[src/rtl/result_uart_streamer.sv]
// Purpose: buffers 16-bit result words in a FIFO and sends each as two 8N1 UART frames, low byte first.
// Latency: word pushed at edge N into an empty FIFO is popped at N+1; tx falls at N+2; 20 bit-times per word.
// Backpressure: none upstream; a word arriving with the FIFO full and no pop is dropped and overflow sticks.
module result_uart_streamer #(
  parameter int CLKS_PER_BIT = 434,
  parameter int FIFO_DEPTH   = 16,
  parameter int ADDR_W       = 4
) (
  input  logic              clk,
  input  logic              rst,
  input  logic [15:0]       in_data,
  input  logic              in_valid,
  output logic              tx,
  output logic              tx_busy,
  output logic              fifo_full,
  output logic [ADDR_W:0]   fifo_count,
  output logic              overflow
);

  localparam int CNT_W = (CLKS_PER_BIT > 1) ? $clog2(CLKS_PER_BIT) : 1;

  typedef enum logic [1:0] {IDLE, START, DATA, STOP} state_t;

  state_t              state, state_nxt;
  logic [15:0]         mem [FIFO_DEPTH];
  logic [ADDR_W-1:0]   wr_ptr, rd_ptr;
  logic [ADDR_W:0]     count;
  logic [15:0]         hold;
  logic                byte_sel;
  logic [2:0]          bit_idx;
  logic [CNT_W-1:0]    baud_cnt;
  logic                tx_reg, tx_nxt;
  logic                push, pop, bit_done;
  logic [7:0]          cur_byte;

  assign bit_done   = (baud_cnt == CNT_W'(CLKS_PER_BIT - 1));
  assign fifo_full  = (count == (ADDR_W+1)'(FIFO_DEPTH));
  // The FSM is the only reader; it takes the head word whenever it is idle.
  assign pop        = (state == IDLE) && (count != '0);
  // A simultaneous pop frees a slot, so a full FIFO can still accept that cycle.
  assign push       = in_valid && (!fifo_full || pop);
  assign fifo_count = count;
  assign tx_busy    = (state != IDLE) || (count != '0);
  assign tx         = tx_reg;
  assign cur_byte   = byte_sel ? hold[15:8] : hold[7:0];

  // Next-state and next line level; tx is registered so it lags state by one clk.
  always_comb begin
    state_nxt = state;
    tx_nxt    = 1'b1;
    case (state)
      IDLE:  if (pop) state_nxt = START;
      START: begin
        tx_nxt = 1'b0;
        if (bit_done) state_nxt = DATA;
      end
      DATA: begin
        tx_nxt = cur_byte[bit_idx];
        if (bit_done && (bit_idx == 3'd7)) state_nxt = STOP;
      end
      STOP:  if (bit_done) state_nxt = byte_sel ? IDLE : START;
      default: state_nxt = IDLE;
    endcase
  end

  // State register and glitch-free line register; reset forces the line idle at once.
  always_ff @(posedge clk or posedge rst) begin
    if (rst) begin
      state  <= IDLE;
      tx_reg <= 1'b1;
    end else begin
      state  <= state_nxt;
      tx_reg <= tx_nxt;
    end
  end

  // FIFO storage; contents need no reset since count gates every read.
  always_ff @(posedge clk) begin
    if (push) mem[wr_ptr] <= in_data;
  end

  // FIFO pointers, occupancy and sticky loss flag.
  always_ff @(posedge clk or posedge rst) begin
    if (rst) begin
      wr_ptr   <= '0;
      rd_ptr   <= '0;
      count    <= '0;
      overflow <= 1'b0;
    end else begin
      if (push) wr_ptr <= wr_ptr + ADDR_W'(1);
      if (pop)  rd_ptr <= rd_ptr + ADDR_W'(1);
      case ({push, pop})
        2'b10:   count <= count + (ADDR_W+1)'(1);
        2'b01:   count <= count - (ADDR_W+1)'(1);
        default: count <= count;
      endcase
      if (in_valid && !push) overflow <= 1'b1;
    end
  end

  // Serialiser datapath: holding register, byte select, bit index and baud counter.
  always_ff @(posedge clk or posedge rst) begin
    if (rst) begin
      hold     <= '0;
      byte_sel <= 1'b0;
      bit_idx  <= '0;
      baud_cnt <= '0;
    end else if (pop) begin
      hold     <= mem[rd_ptr];
      byte_sel <= 1'b0;
      bit_idx  <= '0;
      baud_cnt <= '0;
    end else if (state != IDLE) begin
      baud_cnt <= bit_done ? '0 : baud_cnt + CNT_W'(1);
      if (bit_done) begin
        if (state == START) bit_idx <= '0;
        if (state == DATA)  bit_idx <= bit_idx + 3'd1;
        if (state == STOP)  byte_sel <= 1'b1;
      end
    end
  end

endmodule

[config.mk]
export PLATFORM = sky130hd
export DESIGN_NAME = result_uart_streamer
export DESIGN_NICKNAME = d
export VERILOG_FILES = /design/src/rtl/result_uart_streamer.sv
export SDC_FILE = /design/constraint.sdc
export NUM_CORES = 1
export LEC_CHECK = 0
export ABC_AREA = 1
export BUFFER_PORTS_ARGS = -buffer_cell sky130_fd_sc_hd__buf_2
export CORE_MARGIN = 4
export CORE_UTILIZATION = 43
export DETAILED_ROUTE_END_ITERATION = 10
export RECOVER_POWER = 25
export SYNTH_ARGS = -nofsm -noshare
export SYNTH_HDL_FRONTEND = slang
export SYNTH_SLANG_ARGS = --single-unit
[constraint.sdc]
create_clock -name clk -period 6.4 [get_ports clk]
set_input_delay 0.32 -clock clk [delete_from_list [all_inputs] [get_ports clk]]
set_output_delay 0.32 -clock clk [all_outputs]
set_load 0.005 [all_outputs]
==> impl_results.html <==
<table>
<tr><th>Metric</th><th>Value</th></tr>
<tr><th colspan="2">Outcome</th></tr>
<tr><td>Result of the run</td><td>finished clean</td></tr>
<tr><th colspan="2">Clock tree</th></tr>
<tr><td>Buffers inserted by post-CTS timing repair</td><td>0</td></tr>
<tr><td>Worst-skew pair later-pin latency</td><td>0.52 ns</td></tr>
<tr><td>Clock Tree Buf Depth</td><td>3</td></tr>
<tr><td>Number of hold-repair buffers added at the cts stage</td><td>0</td></tr>
<tr><td>CTS resizes</td><td>0</td></tr>
<tr><td>Clock tree root driver cell</td><td>clkbuf_16</td></tr>
<tr><td>Clock tree from TritonCTS</td><td>built</td></tr>
<tr><td>Clock input transition at the sequential cells of the worst setup and hold paths</td><td>0.06 ns</td></tr>
<tr><td>CTS H-Tree Depth</td><td>2</td></tr>
<tr><td>Sink Count</td><td>302</td></tr>
<tr><td>CTS Buf Count</td><td>35</td></tr>
<tr><th colspan="2">Die</th></tr>
<tr><td>Y dimension of the die</td><td>185 um</td></tr>
<tr><td>Core area</td><td>0.0307 mm^2</td></tr>
<tr><td>Die Outline Area</td><td>0.0342 mm^2</td></tr>
<tr><td># rows</td><td>64</td></tr>
<tr><td>Die width</td><td>185 um</td></tr>
<tr><td>Initial Util</td><td>43.8%</td></tr>
<tr><td>I/O pins</td><td>28</td></tr>
<tr><th colspan="2">Cells and area</th></tr>
<tr><td>Number of flip-flops under the largest register name</td><td>256</td></tr>
<tr><td>Largest registers in the final layout</td><td>mem x256, hold x16, baud_cnt x9</td></tr>
<tr><td>Leading cell types in the layout, fill and taps excluded</td><td>nand2_1 (465), edfxtp_1 (256), nand3_1 (189)</td></tr>
<tr><td>Share of cells above drive strength 1</td><td>9.17%</td></tr>
<tr><td>Signed area change from the synthesized netlist to the final layout</td><td>11.1%</td></tr>
<tr><td>Post-route cell area</td><td>0.0149 mm^2</td></tr>
<tr><td>Most frequent standard cell in the layout excluding fill and tap cells</td><td>nand2_1</td></tr>
<tr><td>N_diodes</td><td>0</td></tr>
<tr><td>Register with the most flip-flops</td><td>mem</td></tr>
<tr><td>Number of nets in the layout</td><td>1364</td></tr>
<tr><td># fillers</td><td>2839</td></tr>
<tr><th colspan="2">Global routing</th></tr>
<tr><td>Wire length of the first global-routing pass</td><td>52300 um</td></tr>
<tr><td>Total congestion overflow</td><td>0</td></tr>
<tr><td>Via count of the first global-routing pass</td><td>8396</td></tr>
<tr><td>Pin count of the biggest net entering global routing</td><td>80</td></tr>
<tr><td>Total global-route track usage</td><td>20.2%</td></tr>
<tr><td>Antenna violations before repair</td><td>0</td></tr>
<tr><th colspan="2">Logic synthesis</th></tr>
<tr><td>Average cell area after synthesis</td><td>10.2 um^2</td></tr>
<tr><td>Synth Net Count</td><td>1352</td></tr>
<tr><td>Register bit total from synthesis</td><td>302</td></tr>
<tr><td>Number of warnings reported in the yosys synthesis log</td><td>0</td></tr>
<tr><td>Sequential element share of the synthesized area</td><td>65.7%</td></tr>
<tr><td>Post-synthesis instance total</td><td>1315</td></tr>
<tr><td>Netlist area before placement</td><td>0.0135 mm^2</td></tr>
<tr><td>Number of distinct library cells after synthesis</td><td>36</td></tr>
<tr><th colspan="2">Drt</th></tr>
<tr><td>DRC</td><td>0</td></tr>
<tr><td>Number of detailed-routing iterations run before antenna repair</td><td>5</td></tr>
<tr><td>Top routing layer in use</td><td>met4</td></tr>
<tr><td>Vias post-DR</td><td>8905</td></tr>
<tr><td>Wire length reported by the detailed router</td><td>34300 um</td></tr>
<tr><td>Antenna Violating Nets Remaining</td><td>0</td></tr>
<tr><td>Met2 routed WL</td><td>15900 um</td></tr>
<tr><td>M1 wire length</td><td>15300 um</td></tr>
<tr><td>DR WL/cell</td><td>19.6 um</td></tr>
<tr><td>Met3 wire length</td><td>2230 um</td></tr>
<tr><td>Via-to-Cell Ratio</td><td>5.09</td></tr>
<tr><td>Initial DRC count</td><td>717</td></tr>
<tr><th colspan="2">Setup path</th></tr>
<tr><td>Peak fanout along the critical path</td><td>69</td></tr>
<tr><td>Depth of the worst register-to-register path</td><td>9</td></tr>
<tr><td>End of the worst register-to-register path</td><td>hold[8]</td></tr>
<tr><td>Data arrival time of the critical path</td><td>3.83 ns</td></tr>
<tr><td>Crit end category</td><td>flop</td></tr>
<tr><td>Crit Reg-Reg Startpoint</td><td>rd_ptr[0]</td></tr>
<tr><td>Worst Setup Start Kind</td><td>flop</td></tr>
<tr><td>Reg2Reg Setup Slack</td><td>3.01 ns</td></tr>
<tr><td>Required time reported for the critical path endpoint</td><td>6.85 ns</td></tr>
<tr><td>Critical Setup Path Class</td><td>flop to flop</td></tr>
<tr><th colspan="2">Min path</th></tr>
<tr><td>Classification of the worst-slack hold path</td><td>input pin to asynchronous set/reset pin</td></tr>
<tr><th colspan="2">Placed design</th></tr>
<tr><td>I/O Buffers</td><td>27</td></tr>
<tr><td>Standard cell area after detailed placement</td><td>0.0138 mm^2</td></tr>
<tr><td>Sum of net half-perimeters after detailed placement</td><td>20800 um</td></tr>
<tr><td>Routability congestion estimate from global placement</td><td>0.910</td></tr>
<tr><td>Post-placement worst setup slack</td><td>3.03 ns</td></tr>
<tr><th colspan="2">Timing</th></tr>
<tr><td>Unrepaired setup endpoints after global routing</td><td>false</td></tr>
<tr><td>Clock skew after layout</td><td>0.0215 ns</td></tr>
<tr><td>Worst relative slew slack</td><td>26.2%</td></tr>
<tr><td>TNS Setup</td><td>0 ns</td></tr>
<tr><td>Final worst-path setup slack</td><td>3.01 ns</td></tr>
<tr><td>Number of hold-slack violations in the final timing report</td><td>0</td></tr>
<tr><td>Actual transition at the worst max-transition pin</td><td>1.11 ns</td></tr>
<tr><td>Max-slew violations</td><td>0</td></tr>
<tr><td>Final worst path period need</td><td>3.39 ns</td></tr>
<tr><td>Achievable clock frequency</td><td>0.295 GHz</td></tr>
<tr><td>Final setup viols</td><td>0</td></tr>
<tr><td>Tcrit/Tclk final</td><td>52.9%</td></tr>
<tr><th colspan="2">Pwr</th></tr>
<tr><td>Ratio of total power to cell area</td><td>318 mW/mm^2</td></tr>
<tr><td>Static power due to leakage</td><td>6.36 nW</td></tr>
<tr><td>Peak supply drop</td><td>0.235 mV</td></tr>
<tr><th colspan="2">Job</th></tr>
<tr><td>Maximum capacitance violations</td><td>0</td></tr>
</table>
synth_stat cells, drive strengths merged:
library cell	n	area, um^2
a21oi	10	61.3
a31o	1	8.76
and3	1	6.26
buf	47	292
clkbuf	11	41.3
clkinv	1	3.75
dfrtp	45	1130
dfstp	1	26.3
edfxtp	256	7690
fa	1	20.0
ha	17	213
inv	181	679
nand2	471	1790
nand3	190	956
nand3b	2	15.0
nand4	3	18.8
nor2	34	128
nor3	3	20.0
o211ai	17	208
o21a	1	7.51
o21ai	10	53.8
o22ai	2	12.5
xnor2	2	17.5
xor2	8	70.1
metal layers:
layer	track usage, %	vias to the layer above
li1	-	4311
met1	29.8	4257
met2	31.6	287
met3	2.99	50
met4	5.73	0
met5	0	-
final cells by class:
class / count / area, um^2 / area share, %
well taps: 396 / 495 / 3.31
repair buffers: 33 / 166 / 1.11
inverters: 182 / 684 / 4.58
multi-input cells: 773 / 3640 / 24.4
clock inverters: 21 / 204 / 1.36
flip-flops and latches: 302 / 8840 / 59.2
clock buffers: 41 / 908 / 6.08
worst max-delay path: stages (launching register included):
cell and delay (ns):
dfrtp_4 0.93, clkinv_2 0.98, buf_4 0.62, nand2_1 0.14, nand3_1 0.08, nand3_1 0.18
nand3_1 0.10, nand2_1 0.10, nand2_1 0.05, nand2_1 0.06
metrics by stage:
step,hold slack (ns),utilization (%),instances,power (W)
global route,0.109,48.6,1748,0.00494
finish,0.0582,48.6,1748,0.00475
floorplan,0.419,-,1315,0.00267
global placement,0.470,45.0,1686,0.00285
detailed placement,0.465,45.0,1686,0.00286
CTS,0.0945,48.7,1748,0.00480
how the worst max path moves through the flow:
stage / from / to / slack [ns] / cells after the start
floorplan: state[0] / mem[0][0] / 4.01 / 6
global placement: rd_ptr[0] / hold[8] / 3.01 / 10
detailed placement: rd_ptr[0] / hold[8] / 3.03 / 9
CTS: rd_ptr[0] / hold[8] / 3.00 / 9
global route: rd_ptr[0] / hold[7] / 2.74 / 10
finish: rd_ptr[0] / hold[8] / 3.01 / 9
report_power, final:
| group | total, W | switching, W | leakage (nW) | internal, W |
|---|---|---|---|---|
| Sequential | 0.00240 | 0.0000700 | 2.87 | 0.00233 |
| Clock | 0.00194 | 0.000796 | 0.552 | 0.00114 |
| Combinational | 0.000415 | 0.000303 | 2.94 | 0.000112 |
| Total | 0.00475 | 0.00117 | 6.36 | 0.00359 |
cell families (layout without fill, tap and decap cells):
group,count (synthesis),in the layout,share of synthesized area [%]
XOR/XNOR,10,10,0.651
AO/OA/AOI/OAI,41,41,2.61
adder cells (fa/ha/maj),18,18,1.73
AND/OR/NAND/NOR,704,704,21.8
buffers and inverters,240,277,7.55
flip-flops,302,302,65.7
(Power assumes the default switching activity.)
